### src/rtl/bitmanip_unit_pkg.sv
// Shared types and helpers for the bit-manipulation execute unit.
// Counting helpers work on a 64-bit word and take the live operand width as an argument.
package bitmanip_unit_pkg;

  localparam int MaxXlen = 64;

  typedef logic [MaxXlen-1:0] word_t;

  typedef enum logic [4:0] {
    OpAndn   = 5'd0,
    OpOrn    = 5'd1,
    OpXnor   = 5'd2,
    OpClz    = 5'd3,
    OpCtz    = 5'd4,
    OpCpop   = 5'd5,
    OpMax    = 5'd6,
    OpMaxu   = 5'd7,
    OpMin    = 5'd8,
    OpMinu   = 5'd9,
    OpSextb  = 5'd10,
    OpSexth  = 5'd11,
    OpZexth  = 5'd12,
    OpRol    = 5'd13,
    OpRor    = 5'd14,
    OpOrcb   = 5'd15,
    OpRev8   = 5'd16,
    OpBset   = 5'd17,
    OpBclr   = 5'd18,
    OpBinv   = 5'd19,
    OpBext   = 5'd20,
    OpSh1add = 5'd21,
    OpSh2add = 5'd22,
    OpSh3add = 5'd23,
    OpClmul  = 5'd24,
    OpClmulh = 5'd25,
    OpClmulr = 5'd26
  } bit_op_t;

  typedef enum logic [1:0] {
    StIdle,
    StCalc,
    StDone
  } bit_state_t;

  typedef struct packed {
    bit_op_t op;
    word_t   rs1;
    word_t   rs2;
  } bit_req_t;

  typedef struct packed {
    logic  valid;
    word_t result;
  } bit_rsp_t;

  function automatic logic is_clmul_op(bit_op_t op);
    return (op == OpClmul) || (op == OpClmulh) || (op == OpClmulr);
  endfunction

  // Highest set bit below xlen wins, so the last hit in an upward scan gives the count.
  function automatic int bit_clz(word_t x, int xlen);
    int n;
    n = xlen;
    for (int i = 0; i < MaxXlen; i++) begin
      if (i < xlen && x[i]) n = xlen - 1 - i;
    end
    return n;
  endfunction

  function automatic int bit_ctz(word_t x, int xlen);
    int n;
    n = xlen;
    for (int i = MaxXlen - 1; i >= 0; i--) begin
      if (i < xlen && x[i]) n = i;
    end
    return n;
  endfunction

  function automatic int bit_cpop(word_t x, int xlen);
    int n;
    n = 0;
    for (int i = 0; i < MaxXlen; i++) begin
      if (i < xlen && x[i]) n = n + 1;
    end
    return n;
  endfunction

endpackage

### src/rtl/bit_clmul.sv
// Iterative carry-less multiplier: consumes STEP bits of b per cycle into a 2*XLEN accumulator.
// done is high in the final step cycle; product carries the finished value in that cycle.
module bit_clmul #(
  parameter int unsigned XLEN = 32,
  parameter int unsigned STEP = 4
) (
  input  logic              clock,
  input  logic              reset,
  input  logic              start,
  input  logic              kill,
  input  logic [XLEN-1:0]   a,
  input  logic [XLEN-1:0]   b,
  output logic              done,
  output logic [2*XLEN-1:0] product
);

  localparam int unsigned N    = XLEN / STEP;
  localparam int unsigned CntW = (N > 1) ? $clog2(N) : 1;

  logic [2*XLEN-1:0] a_q, a_d, acc_q, acc_d, step_acc;
  logic [XLEN-1:0]   b_q, b_d;
  logic [CntW-1:0]   cnt_q, cnt_d;
  logic              busy_q, busy_d;
  logic              last;

  assign last    = (cnt_q == CntW'(N - 1));
  assign done    = busy_q && last;
  assign product = step_acc;

  always_comb begin
    step_acc = acc_q;
    for (int j = 0; j < STEP; j++) begin
      if (b_q[j]) step_acc = step_acc ^ (a_q << j);
    end
  end

  // a is pre-shifted and b pre-consumed so each step only looks at the low STEP bits.
  always_comb begin
    a_d    = a_q;
    b_d    = b_q;
    acc_d  = acc_q;
    cnt_d  = cnt_q;
    busy_d = busy_q;
    if (kill) begin
      busy_d = 1'b0;
      cnt_d  = '0;
    end else if (start) begin
      a_d    = {{XLEN{1'b0}}, a};
      b_d    = b;
      acc_d  = '0;
      cnt_d  = '0;
      busy_d = 1'b1;
    end else if (busy_q) begin
      acc_d = step_acc;
      a_d   = a_q << STEP;
      b_d   = b_q >> STEP;
      if (last) begin
        busy_d = 1'b0;
        cnt_d  = '0;
      end else begin
        cnt_d = cnt_q + 1'b1;
      end
    end
  end

  always_ff @(posedge clock or negedge reset) begin
    if (!reset) begin
      a_q    <= '0;
      b_q    <= '0;
      acc_q  <= '0;
      cnt_q  <= '0;
      busy_q <= 1'b0;
    end else begin
      a_q    <= a_d;
      b_q    <= b_d;
      acc_q  <= acc_d;
      cnt_q  <= cnt_d;
      busy_q <= busy_d;
    end
  end

endmodule

### src/rtl/bitmanip_unit.sv
// Zba/Zbb/Zbs/Zbc execute unit with valid/ready handshakes on both sides.
// Single-cycle ops land in the result register at accept; clmul* iterate in bit_clmul.
module bitmanip_unit
  import bitmanip_unit_pkg::*;
#(
  parameter int unsigned XLEN       = 32,
  parameter int unsigned CLMUL_STEP = 4,
  parameter int unsigned ENABLE_ZBC = 1
) (
  input  logic            clock,
  input  logic            reset,
  input  logic            bit_valid,
  output logic            bit_ready,
  input  logic [4:0]      bit_op,
  input  logic [XLEN-1:0] bit_rs1,
  input  logic [XLEN-1:0] bit_rs2,
  input  logic            bit_kill,
  output logic            bit_rvalid,
  input  logic            bit_rready,
  output logic [XLEN-1:0] bit_result
);

  localparam int unsigned ShW = $clog2(XLEN);

  bit_state_t        state_q, state_d;
  bit_op_t           op_q, op_d, op_in;
  logic [XLEN-1:0]   result_q, result_d;
  logic [XLEN-1:0]   alu_res, clmul_res, orc_res, rev_res, one_hot;
  logic [ShW-1:0]    sh;
  logic [ShW:0]      rsh;
  logic              accept, use_clmul, start, clmul_done;
  logic [2*XLEN-1:0] product;

  assign op_in     = bit_op_t'(bit_op);
  assign sh        = bit_rs2[ShW-1:0];
  assign rsh       = (ShW + 1)'(XLEN) - {1'b0, sh};
  assign one_hot   = {{(XLEN - 1){1'b0}}, 1'b1} << sh;
  assign use_clmul = is_clmul_op(op_in) && (ENABLE_ZBC != 0);

  always_comb begin
    orc_res = '0;
    rev_res = '0;
    for (int k = 0; k < XLEN / 8; k++) begin
      orc_res[8*k +: 8] = (|bit_rs1[8*k +: 8]) ? 8'hFF : 8'h00;
      rev_res[8*k +: 8] = bit_rs1[XLEN - 8 - 8*k +: 8];
    end
  end

  always_comb begin
    alu_res = '0;
    case (op_in)
      OpAndn:   alu_res = bit_rs1 & ~bit_rs2;
      OpOrn:    alu_res = bit_rs1 | ~bit_rs2;
      OpXnor:   alu_res = ~(bit_rs1 ^ bit_rs2);
      OpClz:    alu_res = XLEN'(bit_clz(word_t'(bit_rs1), XLEN));
      OpCtz:    alu_res = XLEN'(bit_ctz(word_t'(bit_rs1), XLEN));
      OpCpop:   alu_res = XLEN'(bit_cpop(word_t'(bit_rs1), XLEN));
      OpMax:    alu_res = ($signed(bit_rs1) >= $signed(bit_rs2)) ? bit_rs1 : bit_rs2;
      OpMaxu:   alu_res = (bit_rs1 >= bit_rs2) ? bit_rs1 : bit_rs2;
      OpMin:    alu_res = ($signed(bit_rs1) <= $signed(bit_rs2)) ? bit_rs1 : bit_rs2;
      OpMinu:   alu_res = (bit_rs1 <= bit_rs2) ? bit_rs1 : bit_rs2;
      OpSextb:  alu_res = {{(XLEN - 8){bit_rs1[7]}}, bit_rs1[7:0]};
      OpSexth:  alu_res = {{(XLEN - 16){bit_rs1[15]}}, bit_rs1[15:0]};
      OpZexth:  alu_res = {{(XLEN - 16){1'b0}}, bit_rs1[15:0]};
      // sh==0 would otherwise need an XLEN-wide complementary shift
      OpRol:    alu_res = (sh == '0) ? bit_rs1 : ((bit_rs1 << sh) | (bit_rs1 >> rsh));
      OpRor:    alu_res = (sh == '0) ? bit_rs1 : ((bit_rs1 >> sh) | (bit_rs1 << rsh));
      OpOrcb:   alu_res = orc_res;
      OpRev8:   alu_res = rev_res;
      OpBset:   alu_res = bit_rs1 | one_hot;
      OpBclr:   alu_res = bit_rs1 & ~one_hot;
      OpBinv:   alu_res = bit_rs1 ^ one_hot;
      OpBext:   alu_res = {{(XLEN - 1){1'b0}}, |(bit_rs1 & one_hot)};
      OpSh1add: alu_res = bit_rs2 + (bit_rs1 << 1);
      OpSh2add: alu_res = bit_rs2 + (bit_rs1 << 2);
      OpSh3add: alu_res = bit_rs2 + (bit_rs1 << 3);
      default:  alu_res = '0;
    endcase
  end

  always_comb begin
    case (op_q)
      OpClmulh: clmul_res = product[2*XLEN-1:XLEN];
      OpClmulr: clmul_res = product[2*XLEN-2:XLEN-1];
      default:  clmul_res = product[XLEN-1:0];
    endcase
  end

  bit_clmul #(
    .XLEN(XLEN),
    .STEP(CLMUL_STEP)
  ) u_clmul (
    .clock  (clock),
    .reset  (reset),
    .start  (start),
    .kill   (bit_kill),
    .a      (bit_rs1),
    .b      (bit_rs2),
    .done   (clmul_done),
    .product(product)
  );

  assign bit_ready  = (state_q == StIdle) || ((state_q == StDone) && bit_rready);
  assign accept     = bit_valid && bit_ready && !bit_kill;
  assign bit_rvalid = (state_q == StDone);
  assign bit_result = result_q;

  always_comb begin
    state_d  = state_q;
    op_d     = op_q;
    result_d = result_q;
    start    = 1'b0;
    case (state_q)
      StIdle: ;
      StCalc: begin
        if (clmul_done) begin
          state_d  = StDone;
          result_d = clmul_res;
        end
      end
      StDone: begin
        if (bit_rready) state_d = StIdle;
      end
      default: state_d = StIdle;
    endcase
    // Accept in DONE is only possible while the consumer drains, giving back-to-back issue.
    if (accept) begin
      op_d = op_in;
      if (use_clmul) begin
        start   = 1'b1;
        state_d = StCalc;
      end else begin
        state_d  = StDone;
        result_d = alu_res;
      end
    end
    if (bit_kill) begin
      state_d  = StIdle;
      result_d = '0;
    end
  end

  always_ff @(posedge clock or negedge reset) begin
    if (!reset) begin
      state_q  <= StIdle;
      op_q     <= OpAndn;
      result_q <= '0;
    end else begin
      state_q  <= state_d;
      op_q     <= op_d;
      result_q <= result_d;
    end
  end

endmodule

### config.mk
export PLATFORM = sky130hd
export DESIGN_NAME = bitmanip_unit
export DESIGN_NICKNAME = d
export VERILOG_FILES = /design/src/rtl/bitmanip_unit_pkg.sv /design/src/rtl/bit_clmul.sv /design/src/rtl/bitmanip_unit.sv
export SDC_FILE = /design/constraint.sdc
export NUM_CORES = 2
export LEC_CHECK = 0
export CORE_MARGIN = 5
export CORE_UTILIZATION = 50
export DETAILED_ROUTE_END_ITERATION = 10
export PLACE_DENSITY = 0.68
export SLEW_MARGIN = 20
export SYNTH_ARGS = -nofsm -noshare
export SYNTH_HDL_FRONTEND = slang
export SYNTH_HIERARCHICAL = 1
export SYNTH_SLANG_ARGS = --single-unit
### constraint.sdc
create_clock -name clock -period 2.5 [get_ports clock]
set_input_delay 0.625 -clock clock [delete_from_list [all_inputs] [get_ports clock]]
set_output_delay 0.625 -clock clock [all_outputs]
set_load 0.02 [all_outputs]
# Word-level counts from Yosys, hierarchy flattened
# Cells that the tools add are included.
word_totals:
  input_bits: 74
  register_bits: 203
op_classes:
  reduce_logical: 20
  n_eq_ne: 34
  bitwise_logic: 17
  magnitude_cmp: 4
  shift: 5
  mux: 170
  add_sub_neg: 36
op_table:
  columns: ["operator", "count"]
  rows:
  - ["2-to-1 mux 32 bit", 122]
  - ["adder 32 x 2 -> 32 bit (second input constant)", 31]
  - ["one-hot mux 32 bit (24 select lines)", 1]
  - ["2-to-1 mux 64 bit", 8]
  - ["XOR 64 bit", 4]
  - ["OR 32 bit", 4]
  - ["2-to-1 mux 6 bit", 17]
  - ["adder 32 bit", 3]
  - ["AND 32 bit", 3]
  - ["NOT 32 bit", 3]
  - ["equality test 5 bit (second input constant)", 13]
  - [">= comparator 32 bit", 2]
  - ["<= comparator 32 bit", 2]
  - ["one-hot mux 32 bit (2 select lines)", 1]
  - ["XOR 32 bit", 2]
  - ["equality test 5 x 4 -> 1 bit (second input constant)", 8]
  - ["2-to-1 mux 8 bit", 4]
  - ["OR reduction 32 bit", 1]
  - ["OR reduction 8 bit", 4]
  - ["<< shifter 1 x 5 -> 32 bit (first input constant)", 1]
  - ["<< shifter 32 x 5 -> 32 bit", 1]
  - ["<< shifter 32 x 6 -> 32 bit", 1]
  - ["right shift 32 x 5 -> 32 bit", 1]
  - ["right shift 32 x 6 -> 32 bit", 1]
  - ["other kinds (25)", 48]

# Logic depth before layout (Yosys ltp)
logic_depth:
  depth_word: 98
  depth_mapped: 105

# Modules after synthesis
# The synthesis kept the hierarchy.
modules_own_cells:
  columns: ["module", "cells_each", "seq_area_each_um2", "instances", "area_per_inst_um2"]
  rows:
  - ["bitmanip_unit", 3426, 975.9, 1, 22680.5]
  - ["bit_clmul", 1348, 4103.9, 1, 10999.3]

# Least setup slack after synthesis
# Ideal clock, no wire load.
synth_timing:
  path_kind: "in2reg"
  startpoint: "input port bit_rs1[1]"
  endpoint: "register result_q[7], in the netlist bit_result[7]"
  required_time_ns: 2.436
  path_buffers: 1
  path_slack_ns: -16.116
  t_arrival_ns: 18.551
  setup_ns: 0.064
  path_stages: 102
  path_cell_list: "clkbuf_1 -> inv_1 -> ha_1 -> mux2i_1 -> mux2i_1 -> nor2_1 -> ha_1 -> inv_1 -> a32oi_1 -> nand3_1 -> inv_1 -> ha_1 -> nand2_1 -> o21ai_0 -> ha_1 -> nor2b_1 -> a21o_1 -> o41a_1 -> (+66 left out) -> o21ai_0 -> inv_1 -> ha_1 -> nand2_1 -> xnor2_1 -> xnor2_1 -> and2_1 -> nor4bb_1 -> mux2i_1 -> o2111ai_1 -> nand3_1 -> or3b_2 -> a21boi_2 -> xor3_2 -> xor2_1 -> or4_1 -> mux2i_1 -> or2_1"
synth_via:
  elab_chain_cells: 95
  word_cells_on_any_way: 118
  cone_classes: "add/sub (33); order compare (4); shift (4); mux (74); bitwise (2); reduce/logical (1)"
synth_rtl:
  columns: ["item", "line", "rtl"]
  rows:
  - ["from (decl)", "bitmanip_unit.sv:15", "input logic [XLEN-1:0] bit_rs1,"]
  - ["2-to-1 mux 32 bit", "bitmanip_unit_pkg.sv:83", "if (i < xlen && x[i]) n = n + 1;"]
  - ["2-to-1 mux 32 bit", "bitmanip_unit.sv:51", "case (op_in)"]
  - ["adder 32 x 2 -> 32 bit", "bitmanip_unit_pkg.sv:83", null]
  - ["2-to-1 mux 32 bit", "bitmanip_unit_pkg.sv:83", null]
  - ["2-to-1 mux 32 bit", "bitmanip_unit.sv:51", null]
  - ["adder 32 x 2 -> 32 bit", "bitmanip_unit_pkg.sv:83", null]
  - ["2-to-1 mux 32 bit", "bitmanip_unit_pkg.sv:83", null]
  - ["2-to-1 mux 32 bit", "bitmanip_unit.sv:51", null]
  - ["(+80 left out)", null, null]
  - ["2-to-1 mux 32 bit", "bitmanip_unit.sv:51", null]
  - ["adder 32 x 2 -> 32 bit", "bitmanip_unit_pkg.sv:83", null]
  - ["2-to-1 mux 32 bit", "bitmanip_unit_pkg.sv:83", null]
  - ["one-hot mux 32 bit (24 select lines) (*)", "bitmanip_unit.sv:51", null]
  - ["2-to-1 mux 32 bit (*)", "bitmanip_unit.sv:129", "if (use_clmul) begin"]
  - ["2-to-1 mux 32 bit (*)", "bitmanip_unit.sv:127", "if (accept) begin"]
  - ["2-to-1 mux 32 bit (*)", "bitmanip_unit.sv:137", "if (bit_kill) begin"]
  - ["via result_d[7]", "bitmanip_unit.sv:27", "logic [XLEN-1:0] result_q, result_d;"]
  - ["to (signal assigned)", "bitmanip_unit.sv:151", "result_q <= result_d;"]
  - ["to (decl)", "bitmanip_unit.sv:27", null]
# The timed path passes the listed nets; every way through them passes the cells marked *. The select of a mux whose other input is x is not followed.
# A chain may end at the register's enable or synchronous reset.

# Worst setup path after layout
layout_timing:
  startpoint: "input port bit_rs1[0]"
  endpoint: "register result_q[6], in the netlist bit_result[6]"
layout_via:
  elab_chain_cells: 98
  word_cells_on_any_way: 120
  cone_classes: "add/sub (34); order compare (4); shift (4); mux (75); bitwise (2); reduce/logical (1)"
layout_rtl:
  columns: ["item", "line"]
  rows:
  - ["2-to-1 mux 1 bit", "bitmanip_unit_pkg.sv:83"]
  - ["2-to-1 mux 32 bit", "bitmanip_unit.sv:51"]
  - ["adder 32 x 2 -> 32 bit", "bitmanip_unit_pkg.sv:83"]
  - ["2-to-1 mux 32 bit", "bitmanip_unit_pkg.sv:83"]
  - ["2-to-1 mux 32 bit", "bitmanip_unit.sv:51"]
  - ["adder 32 x 2 -> 32 bit", "bitmanip_unit_pkg.sv:83"]
  - ["2-to-1 mux 32 bit", "bitmanip_unit_pkg.sv:83"]
  - ["2-to-1 mux 32 bit", "bitmanip_unit.sv:51"]
  - ["(+83 left out)", null]
  - ["2-to-1 mux 32 bit", "bitmanip_unit.sv:51"]
  - ["adder 32 x 2 -> 32 bit", "bitmanip_unit_pkg.sv:83"]
  - ["2-to-1 mux 32 bit", "bitmanip_unit_pkg.sv:83"]
  - ["one-hot mux 32 bit (24 select lines) (*)", "bitmanip_unit.sv:51"]
  - ["2-to-1 mux 32 bit (*)", "bitmanip_unit.sv:129"]
  - ["2-to-1 mux 32 bit (*)", "bitmanip_unit.sv:127"]
  - ["2-to-1 mux 32 bit (*)", "bitmanip_unit.sv:137"]
  - ["via result_d[6]", "bitmanip_unit.sv:27"]
# Marked as above.

==> results.md <==
- Worst-Skew Late Latency: between 500 and 600 ps
- Die W: between 200 and 300 um
- Minimum clock period: 16310 ps
- Mapped Nets: 5045
- Hold Vio Cnt, Final: 0
- DIE HEIGHT: 269.5 um
- Cell area after layout: ~0.049 mm^2
- Pwr Density: ~1300 mW/mm^2
- Post-Syn Area per Cell: between 7 and 8 um^2
- Post-Synthesis Cells: approximately 4800
- Final setup violating endpoints: 38
- Core Box Area: ~0.067 mm^2
- Total power: ~63 mW
- Clk buf depth: 3
- Critical path peak fanout: 5
- Unique cell type count in the Yosys netlist: about 110
- Max_slew headroom: approximately 45%
- CP max-delay cell: or3b_4
- CTS tree: yes
- RSZ-0062 raised after global routing: true
- FF-to-FF End: bit_result[6]
- Post-DR vias/cell: roughly 6.3
- Hold buffers post-CTS: 0
- Slew Limit Fails: 0
- Max Clock Skew: 15.55 ps
- CP max stage delay: ~420 ps
- Filler cells: 5326
- CTS Buf Count: 21
- Post-synthesis async set-or-reset flop share: 100.0%
- Critical Path RT: about 2900 ps
- Die area: 0.07265 mm^2
- Worst Path Arrival: roughly 17000 ps
- Worst Tran Pin Value: slightly above 800 ps
- Total GRT Usage: 43.58%
- Fin crit share: 652.4%
- FF+latch count, synth: slightly above 200
- Cell at the root of the clock tree: clkbuf_16
- Main flop type after synthesis: dfrtp_1
- CP delay by family, top: adder cells
- DP Area: 0.04600 mm^2
- Vias in the first global route: between 40000 and 50000
- Vias: around 44000
- # IOs: 108
- Grt ovf: 0
- RR Startpoint: state_q[1]
- First-pass GRT wire length: 250600 um
- Nets: 6354
- Clock sink count: 203
- Synth warn: 6
- Max-cap viol count: 0
- Setup TNS Final: -160720 ps
- FMAX: roughly 60 MHz
- Initial antenna violation count: 4
- Synth Cell Area: 0.03368 mm^2
- H-tree depth: 1
- CP startpoint: bit_rs1[0]
- Most used cell, CP: buf_4
- Pleak: approximately 22 nW
- Pre-CTS WS: -15000 ps
- FF-to-FF path depth: 15
- Crit path launch type: primary input
- Critical path endpoint category: flop
- PnR worst setup slack: -13810 ps
- Buf/Inv on CP: 26
- Final wirelength: about 170000 um
- I/O Buffers: between 100 and 150
- Post-synthesis sequential area ratio: between 10% and 20%
- Detailed Route Iter0 Violations: between 5000 and 6000
- Setup slack on the worst flop-to-flop path: -1050 ps
- Cell row count: 95
- Layout area overhead: 46.13%
- DPL Wire Length: approximately 130000 um
- Share of cells above drive strength 1: between 30% and 40%
- Post-synth EDFFs: 0
- Largest net degree at the start of global routing: between 70 and 80
- Status: finished with violations
- Starting Density: approximately half
- Routability congestion estimate: about 1.1
- ANT nets after route: 0
- WL/cell: ~25 um
- Clk pin slew, worst setup/hold paths: roughly 70 ps
- Violated checks: DRC, setup timing
- Pre-antenna DRT Iters: 11
- Worst IR drop on VDD: ~0.0028 V
- Hold Crit Class: in2async
- Drt drc: 2
- CP Class: in2reg
[synthesized netlist by cell type, drive strengths merged (14+ instances only)]
| master | count | area (um^2) |
|---|---|---|
| and3 | 24 | 150.1 |
| o31ai | 22 | 165.2 |
| o22ai | 73 | 456.7 |
| o2111ai | 18 | 157.7 |
| a22o | 15 | 131.4 |
| a222oi | 26 | 260.3 |
| nor3 | 138 | 690.7 |
| mux2 | 27 | 307.8 |
| o211ai | 48 | 370.3 |
| nand4 | 41 | 271.5 |
| a221oi | 57 | 499.2 |
| dfrtp | 203 | 5080 |
| a21oi | 374 | 1876 |
| o311ai | 68 | 603.1 |
| xor2 | 110 | 997.2 |
| o221ai | 25 | 219.0 |
| nor2b | 48 | 300.3 |
| ha | 194 | 2427 |
| nor2 | 345 | 1298 |
| a21o | 20 | 150.1 |
| nand2b | 31 | 193.9 |
| mux2i | 168 | 1685 |
| inv | 204 | 765.7 |
| a22oi | 48 | 370.3 |
| o21ai | 319 | 1597 |
| nor4 | 24 | 150.1 |
| mux4 | 26 | 585.6 |
| or2 | 20 | 127.6 |
| clkbuf | 233 | 875.8 |
| a31oi | 25 | 156.4 |
| buf | 111 | 669.4 |
| o32ai | 14 | 141.4 |
| or3 | 20 | 125.1 |
| nand2 | 913 | 3427 |
| o21bai | 65 | 503.0 |
| and2 | 35 | 219.0 |
| nand3 | 65 | 325.3 |
| a211oi | 62 | 465.5 |
| xnor2 | 356 | 3189 |
[metrics by stage]
step | cells | hold slack [ps] | utilization (%)
after CTS | 6926 | 19.25 | 71.64
final | 6972 | 4.496 | 73.41
after global placement | 6794 | 459.4 | 68.62
after detailed placement | 6794 | 469.5 | 68.62
after global routing | 6970 | 39.05 | 73.40
after floorplan | 4774 | 329.4 | -
[state kept, by name, summed over array words and instances, names as in the netlist]
signal,count
u_clmul/cnt_q,3
u_clmul/a_q,64
u_clmul/busy_q,1
u_clmul/b_q,32
state_q,2
u_clmul/acc_q,64
bit_result,32
op_q,5
[worst reg2reg max path, cell delays in order, from the launching register on]
cell and delay, ps:
dfrtp_1 380, nor2b_1 150, nor2_1 140, nand2_1 190, nor2_1 210, nand2_1 190
a21oi_1 220, buf_4 200, o2111ai_1 130, a21oi_1 140, o21ai_0 190, a21oi_1 220
buf_4 160, o221ai_1 280, a2111oi_2 490, nor3_1 130
[layer usage]
metal | wire length (um) | up-vias | GRT usage [%]
met2 | 74160 | 2676 | 69.39
li1 | - | 19708 | -
met1 | 63750 | 20811 | 53.14
met5 | 44 | - | 0
met4 | 15930 | 6 | 29.90
met3 | 17210 | 770 | 8.748
[timing repair]
item	CTS	global route
buffers inserted	96	52
gates resized for setup	162	171
pin swaps	74	91
endpoints found under the setup margin	37	114
gates cloned	1	2
[cells in the final DEF, fill, tap and decap left out, types with 24 or more instances in the layout]
cell type and count:
a211oi_1 57, a21oi_1 304, a21oi_2 68, a221oi_1 31, a222oi_1 26, a22oi_1 44
and2_1 32, and3_1 24, buf_12 50, buf_4 1445, clkdlybuf4s50_1 82, dfrtp_1 199
ha_1 165, ha_4 28, inv_1 191, mux2i_1 159, mux4_2 26, nand2_1 888
nand2b_1 27, nand3_1 58, nand4_1 40, nor2_1 336, nor2b_1 43, nor3_1 107
nor3_2 30, o211ai_1 46, o21ai_0 260, o21ai_1 45, o21bai_1 58, o22ai_1 69
o311ai_1 60, xnor2_1 332, xor2_1 104
[logic make-up after synthesis]
logic type               Yosys count  synth area share (%)
AND/OR/NAND/NOR                 1742                 22.63
AO/OA/AOI/OAI                   1375                 26.72
buffers and inverters            551                 6.895
XOR/XNOR                         482                 13.54
multiplexers                     221                 7.657
flip-flops                       203                 15.08
adder cells (fa/ha/maj)          200                 7.475
[cell type report]
class                      count  area [um^2]  share of cell area (%)
clock inverter                10        98.84                  0.2008
timing repair buffer        1630        13290                   27.01
tap                          873         1092                   2.219
sequential                   203         5085                   10.33
multi-input combinational   4020        28260                   57.41
clock buffer                  27        578.1                   1.175
antenna                        2        5.005                 0.01017
inverter                     207        808.3                   1.642
[worst max-delay path by stage]
stage,end,cells after the start
final,bit_result[6],107
after global routing,bit_result[7],105
after CTS,bit_result[7],105
after detailed placement,bit_result[6],103
after global placement,bit_result[6],105
after floorplan,bit_result[6],102
[power by group]
group | internal [mW] | switching [mW]
combinational | 29.0 | 26.8
clock | 1.76 | 1.48
sequential | 3.40 | 0.152
Power figures use the tool's default switching activity.
